[config.mk]
export PLATFORM = sky130hd
export DESIGN_NAME = bids22_round_logger
export DESIGN_NICKNAME = d
export VERILOG_FILES = /design/src/rtl/bids22_round_logger.sv
export SDC_FILE = /design/constraint.sdc
export NUM_CORES = 1
export LEC_CHECK = 0
export CAP_MARGIN = 40
export CORE_MARGIN = 2
export CORE_UTILIZATION = 40
export CTS_CLUSTER_DIAMETER = 60
export DETAILED_ROUTE_END_ITERATION = 16
export DONT_BUFFER_PORTS = 1
export PLACE_DENSITY = 0.62
export SYNTH_ARGS = -nofsm -noshare
export SYNTH_HDL_FRONTEND = slang
export SYNTH_SLANG_ARGS = --single-unit
[constraint.sdc]
create_clock -name clk -period 12.56 [get_ports clk]
set_input_delay 1.256 -clock clk [delete_from_list [all_inputs] [get_ports clk]]
set_output_delay 1.256 -clock clk [all_outputs]
set_load 0.005 [all_outputs]
[src/rtl/bids22_round_logger.sv]
// ============================================================================
// Module   : bids22_round_logger
// Purpose  : Logs bids22 auction round results into a show-ahead FIFO and
//            keeps saturating per-bidder win counts and total revenue.
// Revision : 1.0
// ============================================================================
`default_nettype none

module bids22_round_logger #(
  parameter int DEPTH = 8
) (
  input  logic                    clk,
  input  logic                    reset_n,
  input  logic                    roundOver,
  input  logic                    X_win,
  input  logic                    Y_win,
  input  logic                    Z_win,
  input  logic [31:0]             maxBid,
  input  logic                    rd_en,
  input  logic                    clr_ovf,
  output logic                    rd_valid,
  output logic [1:0]              rd_winner,
  output logic [31:0]             rd_price,
  output logic [7:0]              rd_round,
  output logic                    rd_multi,
  output logic [$clog2(DEPTH):0]  count,
  output logic                    overflow,
  output logic [7:0]              X_wins,
  output logic [7:0]              Y_wins,
  output logic [7:0]              Z_wins,
  output logic [31:0]             revenue
);

  localparam int AW = $clog2(DEPTH);
  localparam int RW = 43;
  localparam logic [AW:0] C_FULL = (AW+1)'(DEPTH);

  logic          r_round_over_d;
  logic [7:0]    r_round;
  logic [AW-1:0] r_wr_ptr;
  logic [AW-1:0] r_rd_ptr;
  logic [AW:0]   r_count;
  logic          r_overflow;
  logic [7:0]    r_x_wins;
  logic [7:0]    r_y_wins;
  logic [7:0]    r_z_wins;
  logic [31:0]   r_revenue;
  logic [RW-1:0] r_mem [DEPTH];

  logic          w_event;
  logic [1:0]    w_win_cnt;
  logic          w_single;
  logic          w_multi;
  logic [1:0]    w_winner;
  logic [31:0]   w_price;
  logic [RW-1:0] w_rec;
  logic          w_full;
  logic          w_pop;
  logic          w_push;
  logic          w_drop;
  logic [32:0]   w_rev_sum;
  logic [RW-1:0] w_head;

  assign w_event   = roundOver & ~r_round_over_d;
  assign w_win_cnt = {1'b0, X_win} + {1'b0, Y_win} + {1'b0, Z_win};

  always_comb begin
    w_single = 1'b0;
    w_multi  = 1'b0;
    w_winner = 2'b00;
    w_price  = 32'd0;
    case (w_win_cnt)
      2'd0: ;
      2'd1: begin
        w_single = 1'b1;
        w_price  = maxBid;
        if (X_win)      w_winner = 2'b01;
        else if (Y_win) w_winner = 2'b10;
        else            w_winner = 2'b11;
      end
      default: begin
        w_multi = 1'b1;
        w_price = maxBid;
      end
    endcase
  end

  assign w_rec  = {w_winner, w_price, r_round, w_multi};
  assign w_full = (r_count == C_FULL);
  // A pop against an empty FIFO is ignored, so it can never free a slot.
  assign w_pop  = rd_en & (r_count != '0);
  assign w_push = w_event & (~w_full | w_pop);
  assign w_drop = w_event & w_full & ~w_pop;

  assign w_rev_sum = {1'b0, r_revenue} + {1'b0, maxBid};

  always_ff @(posedge clk or negedge reset_n) begin
    if (!reset_n) begin
      r_round_over_d <= 1'b0;
      r_round        <= 8'd0;
      r_wr_ptr       <= '0;
      r_rd_ptr       <= '0;
      r_count        <= '0;
      r_overflow     <= 1'b0;
      r_x_wins       <= 8'd0;
      r_y_wins       <= 8'd0;
      r_z_wins       <= 8'd0;
      r_revenue      <= 32'd0;
    end else begin
      r_round_over_d <= roundOver;

      if (w_event) r_round <= r_round + 8'd1;
      if (w_push)  r_wr_ptr <= r_wr_ptr + AW'(1);
      if (w_pop)   r_rd_ptr <= r_rd_ptr + AW'(1);

      case ({w_push, w_pop})
        2'b10:   r_count <= r_count + (AW+1)'(1);
        2'b01:   r_count <= r_count - (AW+1)'(1);
        default: r_count <= r_count;
      endcase

      if (w_drop)       r_overflow <= 1'b1;
      else if (clr_ovf) r_overflow <= 1'b0;

      // Statistics follow every single-winner event, stored or dropped.
      if (w_event && w_single) begin
        if (X_win && r_x_wins != 8'hFF) r_x_wins <= r_x_wins + 8'd1;
        if (Y_win && r_y_wins != 8'hFF) r_y_wins <= r_y_wins + 8'd1;
        if (Z_win && r_z_wins != 8'hFF) r_z_wins <= r_z_wins + 8'd1;
        r_revenue <= w_rev_sum[32] ? 32'hFFFF_FFFF : w_rev_sum[31:0];
      end
    end
  end

  always_ff @(posedge clk) begin
    if (w_push) r_mem[r_wr_ptr] <= w_rec;
  end

  assign w_head    = r_mem[r_rd_ptr];
  assign rd_valid  = (r_count != '0);
  assign rd_winner = w_head[42:41];
  assign rd_price  = w_head[40:9];
  assign rd_round  = w_head[8:1];
  assign rd_multi  = w_head[0];
  assign count     = r_count;
  assign overflow  = r_overflow;
  assign X_wins    = r_x_wins;
  assign Y_wins    = r_y_wins;
  assign Z_wins    = r_z_wins;
  assign revenue   = r_revenue;

endmodule

`default_nettype wire

==> results.cfg <==
[outcome]
run_status = finished, final reports clean

[clock_network]
clkSlewWorstSetupHoldPaths_ns = 0.06
clock_insertion_delay_worst_skew_ns = 0.56
cts_max_path_buffers = 3
cts_tree = done
cts_resized = 0
htree_num_levels = 2
cts_root_buf = clkbuf_16
cts.sinks = 420
numCtsBuffers = 44
cts_hold_buf = 0
post_cts.repair.setup_buffers = 0

[setup_path]
required_ns = 11.30
cp-end-kind = output port
path_max_fanout = 50
cp-start-kind = flip-flop
worstPathArrival_ns = 2.83
reg2regPathDepth = 10
crit_path_start = r_rd_ptr[1]
reg2reg_slack_ns = 8.90
r2r-start = revenue[0]
path_class = flip-flop to output port
r2r_end = revenue[31]

[synthesis]
ys_top_cells_by_count = edfxtp_1, mux4_2, dfrtp_1
synthArstFlopShare = 0.181
synth_cells = 1054
synth_top_cell_by_area = edfxtp_1
ys_types = 55
synth-seq-area-share = 0.684
synth.most_common_cell = edfxtp_1
synth_edf_count = 344
synth_fp_nets = 1137
synthFlopType = edfxtp_1
synth_warnings = 0
synth_top_area_share = 0.578
ys_ff_latch = 420
synth_area_sq_um = 17900
ys_top_cells_by_area = edfxtp_1, mux4_2, dfrtp_1
avgSynthCellArea_sq_um = 17.0

[routing]
vias = 9299
first_iter_violations = 653
firstDrtPassIters = 5
avgViaCountPerCell = 5.42
drc = 0
routed_wl_mm = 39.1
wl_per_cell_um = 22.8
ant_nets = 0

[timing]
grt_setup_unrepaired = false
fmax_mhz = 245
finalClockSkew_ns = 0.0213
final_max_slew_viol_count = 0
finalHoldViolations = 0
relSlewSlack = 0.428
setup_violations = 0
tightest_slew_ns = 0.857
final.min_clock_period_ns = 4.09
min_period_over_period = 0.325
setup_tns_ns = 0

[place]
hpwl_mm = 24.5
gp_congestion = 0.857
portBuffers = 0
dpl_cell_area_sq_um = 18700

[final_layout]
fin_util = 0.457
final_area_sq_um = 20200
layout.nets = 1170
drive_gt1_frac = 0.212
diodes = 0
area_delta_synth_final_pct = 13.0

[global_routing]
grt_pass1_vias = 9530
grt_pass1_wl_mm = 60.0
track_usage = 0.171
grt_max_degree = 77
grt-ovfl-total = 0
antenna_found_initial = 1

[power_and_ir_drop]
power_mw = 4.61
ir_drop_v = 0.000130
p_leak_nw = 7.02
cellPowerDensity_nw_per_um2 = 228

[die]
io_pins = 145
initial_core_util = 0.404
die_w_um = 215
die-area_sq_um = 46400
row_count = 77
core_sq_um = 44200
die_h_um = 215

[flow_run]
cap_violations = 0

[min_path]
hold_path.class = input port to asynchronous set/reset pin
routing by layer:
metal,up-vias,global-route usage,share of wire
li1,4211,-,-
met1,4820,0.222,0.43
met2,218,0.290,0.50
met3,50,0.0407,0.059
met4,0,0.0425,0.018
met5,-,0,0
registers in the layout, summed over array words and instances, names as in the netlist:
register	count
r_mem	344
revenue	32
X_wins	8
Y_wins	8
Z_wins	8
r_round	8
count	4
r_rd_ptr	3
r_wr_ptr	3
overflow	1
r_round_over_d	1
metrics by stage:
step	std cells	hold slack, ns	worst slack (ns)
finish	1715	0.398	8.47
global placement	1631	0.511	8.19
detailed placement	1633	0.517	8.18
global route	1715	0.374	8.27
CTS	1715	0.363	8.37
floorplan	1054	0.481	5.77
layout make-up:
class / instances / area, sq um
Fill cell: 3743 / 24000
Timing Repair Buffer: 23 / 183
Clock inverter: 26 / 322
Multi-Input combinational cell: 580 / 5500
Sequential cell: 420 / 12200
Inverter: 18 / 67.6
Tap cell: 592 / 741
Clock buffer: 56 / 1160
worst max-delay path by stage:
stage                        end  slack, ns  cells after the start
floorplan            r_mem[4][0]       5.77                      3
global placement     revenue[31]       8.19                     10
detailed placement   revenue[31]       8.18                     10
CTS                 rd_price[26]       8.37                      3
global route        rd_price[25]       8.27                      3
finish              rd_price[16]       8.47                      3
worst max-delay path, cell delays in order, from the launching register on:
cell     delay (ns)
dfrtp_4        0.79
buf_4          0.70
mux4_2         0.41
mux2_2         0.33
cells in the final DEF, fill, tap and decap left out, types with 14 or more instances in the layout:
cell type / synthesis / routed
mux4_2: 86 / 86
and2_1: 35 / 35
dfrtp_1: 76 / 73
nand2_1: 54 / 54
ha_1: 40 / 40
nand3_1: 14 / 14
nor2_1: 59 / 57
xor2_1: 19 / 19
edfxtp_1: 344 / 344
xnor2_1: 35 / 35
o21ai_0: 19 / 19
a21oi_1: 50 / 50
mux2_2: 45 / 45
a21o_1: 16 / 16
inv_1: 18 / 18
clkbuf_16: 0 / 44
buf_4: 0 / 21
cells by family after synthesis:
group | share of synthesized area
flops | 0.684
simple gates | 0.0579
compound gates | 0.0509
mux | 0.138
xor+xnor | 0.0264
buf+inv | 0.0113
fa+ha+maj | 0.0313
report_power, final:
part / internal, mW / total, mW / leakage (nW) / switching [mW]
Combinational: 0.646 / 1.36 / 2.24 / 0.710
Sequential: 1.72 / 1.94 / 4.06 / 0.216
Clock: 0.784 / 1.32 / 0.718 / 0.535
Power figures use the tool's default switching activity.
